[config.mk]
export PLATFORM = sky130hd
export DESIGN_NAME = microwave_timer_ctrl
export DESIGN_NICKNAME = d
export VERILOG_FILES = /design/src/rtl/microwave_timer_ctrl.sv
export SDC_FILE = /design/constraint.sdc
export NUM_CORES = 1
export LEC_CHECK = 0
export BUFFER_PORTS_ARGS = -buffer_cell sky130_fd_sc_hd__buf_2
export CAP_MARGIN = 30
export CORE_AREA = 4 4 69 118
export DETAILED_ROUTE_END_ITERATION = 7
export DIE_AREA = 0 0 73 122
export HOLD_SLACK_MARGIN = 0.03
export PLACE_DENSITY = 0.48
export REMOVE_ABC_BUFFERS = 1
export SLEW_MARGIN = 20
export SYNTH_ARGS = -nofsm -noshare
export SYNTH_HDL_FRONTEND = slang
export SYNTH_SLANG_ARGS = --single-unit
export TNS_END_PERCENT = 100
[constraint.sdc]
create_clock -name clk -period 2.9 [get_ports clk]
set_clock_uncertainty 0.05 [all_clocks]
set_input_delay 0.435 -clock clk [delete_from_list [all_inputs] [get_ports clk]]
set_output_delay 0.435 -clock clk [all_outputs]
set_load 0.01 [all_outputs]
[src/rtl/microwave_timer_ctrl.sv]
// Microwave timer sequencer: edge-detects the keypad strobe, buttons and the
// 1 Hz timebase, holds a 4-digit BCD MM:SS setpoint and runs the
// SETUP / COOK / PAUSE / DONE state machine. Only one event acts per clock;
// lower-priority events arriving in the same cycle are dropped.
module microwave_timer_ctrl #(
  parameter int DONE_SECONDS = 3,
  parameter int MAX_DIGIT    = 9
) (
  input  logic       clk,
  input  logic       clrn,
  input  logic [3:0] D,
  input  logic       loadn,
  input  logic       pgt_1Hz,
  input  logic       startn,
  input  logic       stopn,
  input  logic       clearn,
  input  logic       door_closed,
  output logic       enn,
  output logic [3:0] min_tens,
  output logic [3:0] min_ones,
  output logic [3:0] sec_tens,
  output logic [3:0] sec_ones,
  output logic       mag_on,
  output logic       done
);

  typedef enum logic [1:0] {
    S_SETUP = 2'd0,
    S_COOK  = 2'd1,
    S_PAUSE = 2'd2,
    S_DONE  = 2'd3
  } state_t;

  state_t     state_q, state_d;
  logic [3:0] min_tens_q, min_tens_d, min_ones_q, min_ones_d;
  logic [3:0] sec_tens_q, sec_tens_d, sec_ones_q, sec_ones_d;
  logic [7:0] dcnt_q, dcnt_d;
  logic       mag_on_q, mag_on_d, done_q, done_d, enn_q, enn_d;
  logic       loadn_h_q, startn_h_q, stopn_h_q, clearn_h_q, pgt_h_q;

  logic       key_ev, start_ev, stop_ev, clr_ev, tick;
  logic       door_w, clr_w, stop_w, start_w, tick_w, key_w;
  logic [3:0] so_dec, st_dec, mo_dec, mt_dec;
  logic       b_so, b_st, b_mo, dec_zero, time_nz, digit_ok;

  // Falling edges of the active-low inputs, rising edge of the timebase.
  assign key_ev   = loadn_h_q  & ~loadn;
  assign start_ev = startn_h_q & ~startn;
  assign stop_ev  = stopn_h_q  & ~stopn;
  assign clr_ev   = clearn_h_q & ~clearn;
  assign tick     = ~pgt_h_q & pgt_1Hz;
  assign digit_ok = (int'(D) <= MAX_DIGIT);
  assign time_nz  = |{min_tens_q, min_ones_q, sec_tens_q, sec_ones_q};

  // Single winning event: door open > clear > stop > start > tick > key.
  always_comb begin
    door_w  = ~door_closed;
    clr_w   = ~door_w & clr_ev;
    stop_w  = ~door_w & ~clr_ev & stop_ev;
    start_w = ~door_w & ~clr_ev & ~stop_ev & start_ev;
    tick_w  = ~door_w & ~clr_ev & ~stop_ev & ~start_ev & tick;
    key_w   = ~door_w & ~clr_ev & ~stop_ev & ~start_ev & ~tick & key_ev;
  end

  // One-second BCD decrement; seconds tens borrow from 0 reloads 5.
  always_comb begin
    b_so   = (sec_ones_q == 4'd0);
    so_dec = b_so ? 4'd9 : (sec_ones_q - 4'd1);
    b_st   = b_so & (sec_tens_q == 4'd0);
    if (b_so) begin
      st_dec = (sec_tens_q == 4'd0) ? 4'd5 : (sec_tens_q - 4'd1);
    end else begin
      st_dec = sec_tens_q;
    end
    b_mo = b_st & (min_ones_q == 4'd0);
    if (b_st) begin
      mo_dec = (min_ones_q == 4'd0) ? 4'd9 : (min_ones_q - 4'd1);
    end else begin
      mo_dec = min_ones_q;
    end
    mt_dec   = b_mo ? (min_tens_q - 4'd1) : min_tens_q;
    dec_zero = ({mt_dec, mo_dec, st_dec, so_dec} == 16'h0000);
  end

  // Next-state, setpoint and done-counter logic.
  always_comb begin
    state_d    = state_q;
    min_tens_d = min_tens_q;
    min_ones_d = min_ones_q;
    sec_tens_d = sec_tens_q;
    sec_ones_d = sec_ones_q;
    dcnt_d     = dcnt_q;
    case (state_q)
      S_SETUP: begin
        if (clr_w) begin
          {min_tens_d, min_ones_d, sec_tens_d, sec_ones_d} = 16'h0000;
        end else if (start_w) begin
          state_d = time_nz ? S_COOK : S_SETUP;
        end else if (key_w && digit_ok) begin
          min_tens_d = min_ones_q;
          min_ones_d = sec_tens_q;
          sec_tens_d = sec_ones_q;
          sec_ones_d = D;
        end else begin
          state_d = S_SETUP;
        end
      end
      S_COOK: begin
        if (door_w || clr_w || stop_w) begin
          state_d = S_PAUSE;
        end else if (tick_w) begin
          {min_tens_d, min_ones_d, sec_tens_d, sec_ones_d} = {mt_dec, mo_dec, st_dec, so_dec};
          if (dec_zero) begin
            state_d = S_DONE;
            dcnt_d  = 8'(DONE_SECONDS);
          end else begin
            state_d = S_COOK;
          end
        end else begin
          state_d = S_COOK;
        end
      end
      S_PAUSE: begin
        if (clr_w) begin
          state_d = S_SETUP;
          {min_tens_d, min_ones_d, sec_tens_d, sec_ones_d} = 16'h0000;
        end else if (start_w) begin
          state_d = S_COOK;
        end else begin
          state_d = S_PAUSE;
        end
      end
      S_DONE: begin
        if (door_w || clr_w || stop_w || start_w) begin
          state_d = S_SETUP;
        end else if (dcnt_q == 8'd0) begin
          state_d = S_SETUP;
        end else if (tick_w) begin
          dcnt_d  = dcnt_q - 8'd1;
          state_d = (dcnt_q == 8'd1) ? S_SETUP : S_DONE;
        end else begin
          state_d = S_DONE;
        end
      end
      default: begin
        state_d = S_SETUP;
      end
    endcase
  end

  // Output flops are loaded from the state being entered.
  always_comb begin
    mag_on_d = (state_d == S_COOK);
    done_d   = (state_d == S_DONE);
    enn_d    = ~((state_d == S_SETUP) || (state_d == S_PAUSE));
  end

  // State, setpoint, edge-detect history and registered outputs.
  always_ff @(posedge clk or negedge clrn) begin
    if (!clrn) begin
      state_q    <= S_SETUP;
      min_tens_q <= 4'd0;
      min_ones_q <= 4'd0;
      sec_tens_q <= 4'd0;
      sec_ones_q <= 4'd0;
      dcnt_q     <= 8'd0;
      mag_on_q   <= 1'b0;
      done_q     <= 1'b0;
      enn_q      <= 1'b0;
      loadn_h_q  <= 1'b1;
      startn_h_q <= 1'b1;
      stopn_h_q  <= 1'b1;
      clearn_h_q <= 1'b1;
      pgt_h_q    <= 1'b1;
    end else begin
      state_q    <= state_d;
      min_tens_q <= min_tens_d;
      min_ones_q <= min_ones_d;
      sec_tens_q <= sec_tens_d;
      sec_ones_q <= sec_ones_d;
      dcnt_q     <= dcnt_d;
      mag_on_q   <= mag_on_d;
      done_q     <= done_d;
      enn_q      <= enn_d;
      loadn_h_q  <= loadn;
      startn_h_q <= startn;
      stopn_h_q  <= stopn;
      clearn_h_q <= clearn;
      pgt_h_q    <= pgt_1Hz;
    end
  end

  // The door gate is combinational so an opening door kills the magnetron at once.
  assign mag_on   = mag_on_q & door_closed;
  assign done     = done_q;
  assign enn      = enn_q;
  assign min_tens = min_tens_q;
  assign min_ones = min_ones_q;
  assign sec_tens = sec_tens_q;
  assign sec_ones = sec_ones_q;

endmodule

# Word level (Yosys, flattened, before mapping)
# Index checks and enable logic that the tools add are counted.
# totals
output_inout_bits,19
input_bits,12
reg_bits,34
# classes
reduce_logical,17
order_cmp,1
n_addsub,5
n_mux,52
n_eq_ne,16
n_bitwise,28
# op_table
cell,count
4-bit two-way mux,27
8-bit two-way mux,6
4-bit case mux with 3 select lines,4
2-bit two-way mux,12
1-bit bitwise AND,17
16-bit logical NOT,1
8-bit case mux with 2 select lines,1
16-bit OR reduction,1
4-bit by 1-bit subtractor with 4-bit output (second input constant),4
2-bit != test (second input constant),7
4-bit logical NOT,3
1-bit inverter,11
2-bit == test (second input constant),4
8-bit by 1-bit == test with 1-bit output (second input constant),1
8-bit logical NOT,1
2-bit case mux with 4 select lines,1
8-bit by 1-bit subtractor with 8-bit output (second input constant),1
7-bit AND reduction,1
3-bit != test (second input constant),2
6-bit AND reduction,1
2-bit by 1-bit == test with 1-bit output (second input constant),2
4-bit <= comparator (second input constant),1
2-bit logical NOT,2
1-bit logical OR,4
other kinds (4),4

# Longest topological paths before layout
# logic_depth
word_depth,16
depth_mapped,8
depth_no_buf,8

# Worst setup path after synthesis
# OpenSTA, ideal clock, no wires.
# synth_path
kind,reg2reg
startpoint,"register min_tens_q[0], in the netlist min_tens[0]"
endpoint,register dcnt_q[7]
required_ps,2730
period_less_slack_ps,2220
arrival_ps,2050
setup_time_ps,120
path_slack_ps,680
path_stages_with_launch,9
path_buffers,0
cell_sequence,dfrtp_1 inv_1 ha_1 nor4bb_1 nand4_1 a221o_1 a21oi_4 o22ai_1 a41o_2
# synth_between
elab_chain_cells,5
# synth_rtl
item,line,rtl
from (decl),35,"logic [3:0] min_tens_q, min_tens_d, min_ones_q, min_ones_d;"
from (signal assigned),177,min_tens_q <= min_tens_d;
4-bit by 1-bit subtractor with 4-bit output,81,mt_dec = b_mo ? (min_tens_q - 4'd1) : min_tens_q;
4-bit two-way mux *,81,
16-bit logical NOT *,82,"dec_zero = ({mt_dec, mo_dec, st_dec, so_dec} == 16'h0000);"
2-bit != test (no line) *,-,
7-bit AND reduction (no line) *,-,
to (signal assigned),181,dcnt_q <= dcnt_d;
to (decl),37,"logic [7:0] dcnt_q, dcnt_d;"
# Every way passes the cells marked *; elsewhere a longest branch is shown, timed or not.
# A chain may end at the register's enable or synchronous reset.

# Worst setup path after layout
# Same ends and word-level chain as after synthesis.

==> results.yml <==
routing:
  vias_per_cell: 5.38
  drt_iter0_markers: 71
  drc_errors: 0
  dr.pass1.iters: 4
  ant_nets: 0
  avgRoutedWirePerCell_um: 16.8
  vias: 1957
  drt-total-wl_mm: 6.13
synth:
  netlist.area_leader.share_pct: 34.6
  synth.area.top_cells: "dfrtp_1 (35%), o21ai_0 (8.1%), dfstp_2 (6.3%)"
  ys_seq_area_share_pct: 40.8
  yosysWarnings: 0
  synthFlopType: "dfrtp_1"
  synth_cells: 246
  synth_top_cell_by_area: "dfrtp_1"
  avgSynthCellArea_um2: 8.53
  ys_types: 49
  synth.ff_latch_count: 34
  async_flop_share_pct: 100
  synth_edf_count: 0
  synth_area_um2: 2100
cts:
  cts.path.max_buffers: 2
  clkSlewWorstSetupHoldPaths_ps: 60
  insertion_delay_ps: 280
  cts_resized: 0
  ctsRootBufferMaster: "clkbuf_16"
  cts_setup_buffers: 0
  cts_hold_buf: 0
  cts_sinks: 34
  tritoncts: "yes"
  cts_buffers: 5
  cts_max_level: 2
floorplanning:
  rows: 41
  ios: 31
  die_w_um: 73
  initial_core_util_pct: 29.0
  die-area_um2: 8910
  coreArea_um2: 7230
  die_h_um: 122
placed_design:
  gp_congestion: 0.767
  hpwlAfterDp_mm: 4.55
  dp.cells: 356
  io_buffers: 30
final_layout:
  final_common_cell: "o21ai_0"
  nets: 297
  seqCellArea_um2: 857
  fin_util_pct: 34.7
  final_cell_mix: "o21ai_0 (34), nor2_1 (30), buf_2 (30), dfrtp_1 (29), nand2_1 (18)"
  fillCellCount: 771
  fin_cells: 364
  drive_gt1_share_pct: 22.7
  area_delta_synth_final_pct: 19.4
  multi_input_area_um2: 1150
  diodes: 0
setup_path:
  regToRegStartpoint: "min_tens[0]$_DFFE_PN0P_"
  endpoint_kind: "register"
  critPathSlowestCell: "a221o_1"
  cp_data_required_time_ps: 3020
  rrSetupSlack_ps: 480
  worstPathCellList: "inv_1 -> ha_1 -> nor4bb_1 -> nand4_1 -> a221o_1 -> a21oi_4 -> o22ai_1 -> a41o_2"
  start_kind: "register"
  worstPathArrival_ps: 2550
  timing.rr.end: "dcnt_q[7]$_DFFE_PN0P_"
  critPathMaxFanout: 9
  critPathKind: "reg2reg"
  cpPeakStageDelay_ps: 410
  reg2reg_depth: 8
min_path:
  hold_class: "in2async"
global_route:
  grt_pass1_vias: 2009
  grt_max_degree: 35
  antenna_found_initial: 0
  grt_util_all_layers_pct: 14.9
  grt.overflow.total: 0
  grt_pass1_wl_mm: 10.1
sta:
  finalCriticalPeriod_ps: 2420
  setup_viol: 0
  worstMarginPinSlew_ps: 826
  fin_crit_sh_pct: 83.6
  hold_viol: 0
  fmax_mhz: 413
  rsz0062_at_grt: "no"
  slew-limit-headroom_pct: 44.9
  tns_ps: 0
  slew_violations: 0
  hold_ws_ps: 191
power_and_ir_drop:
  p_leak_nw: 1.09
  vdd_drop_max_mv: 0.449
  p_per_area_nw_per_um2: 825
run_status:
  outcome: "finished, final reports clean"
run:
  cap_violations: 0
how the worst max path moves through the flow:
stage / startpoint / to / cells past startpoint
floorplan: startn / min_tens[0]$_DFFE_PN0P_ / 6
global placement: startn / dcnt_q[7]$_DFFE_PN0P_ / 7
detailed placement: startn / dcnt_q[7]$_DFFE_PN0P_ / 7
CTS: min_tens[0]$_DFFE_PN0P_ / dcnt_q[7]$_DFFE_PN0P_ / 8
global route: min_tens[0]$_DFFE_PN0P_ / dcnt_q[7]$_DFFE_PN0P_ / 8
finish: min_tens[0]$_DFFE_PN0P_ / dcnt_q[7]$_DFFE_PN0P_ / 8
metal layers:
metal / vias up / wire length [µm] / global-route usage, %
met4: 0 / 197 / 9.01
met1: 937 / 2230 / 14.9
li1: 959 / - / -
met5: - / 0 / 0
met3: 13 / 181 / 2.81
met2: 48 / 3520 / 27.5
registers in the layout (all words and copies together), names as in the netlist:
register,cells
sec_tens,4
done,1
enn,1
min_tens,4
dcnt_q,8
min_ones,4
startn_h_q,1
stopn_h_q,1
pgt_h_q,1
state_q,2
mag_on_q,1
loadn_h_q,1
sec_ones,4
clearn_h_q,1
layout make-up:
class / count / area share, %
Inverter: 13 / 1.95
Clock inverter: 2 / 0.499
Sequential cell: 34 / 34.2
Timing Repair Buffer: 36 / 7.78
Clock buffer: 6 / 5.54
Tap cell: 86 / 4.29
Multi-Input combinational cell: 187 / 45.8
report_power, final:
group / switching, mW / total [mW] / internal, mW
Sequential: 0.196 / 0.781 / 0.584
Combinational: 0.427 / 0.738 / 0.311
Clock: 0.210 / 0.550 / 0.340
Total: 0.833 / 2.07 / 1.24
synth_stat cells, drive strengths merged (5+ instances only):
cell type  instances
o21ai             35
nor2              30
dfrtp             29
nand2             19
a21oi             16
inv               13
or3               10
clkbuf             8
ha                 8
nor3               8
a32oi              5
dfstp              5
nor4               5
cells by family (layout without fill, tap and decap cells):
| kind of cell | Yosys count | in the layout | synth area share, % |
|---|---|---|---|
| AO/OA/AOI/OAI | 79 | 79 | 23.7 |
| adder cells (fa/ha/maj) | 8 | 8 | 4.77 |
| buffers and inverters | 25 | 57 | 4.83 |
| flip-flops | 34 | 34 | 40.8 |
| AND/OR/NAND/NOR | 100 | 100 | 25.9 |
worst max-delay path, delay by kind of cell, from the launching register on:
family          cells  cell delay, ps
compound gates      4            1080
fa+ha+maj           1             310
buf+inv             1             100
flops               1             400
simple gates        2             370
stage by stage:
step / total power [mW] / setup slack [ps] / area (µm²)
2_1_floorplan: 1.21 / 515 / 2050
3_3_place_gp: 1.52 / 505 / 2360
3_5_place_dp: 1.53 / 504 / 2360
4_1_cts: 2.09 / 507 / 2510
5_1_grt: 2.23 / 325 / 2510
6_report: 2.07 / 476 / 2510
Note: power is estimated with default switching activity, not from simulation.
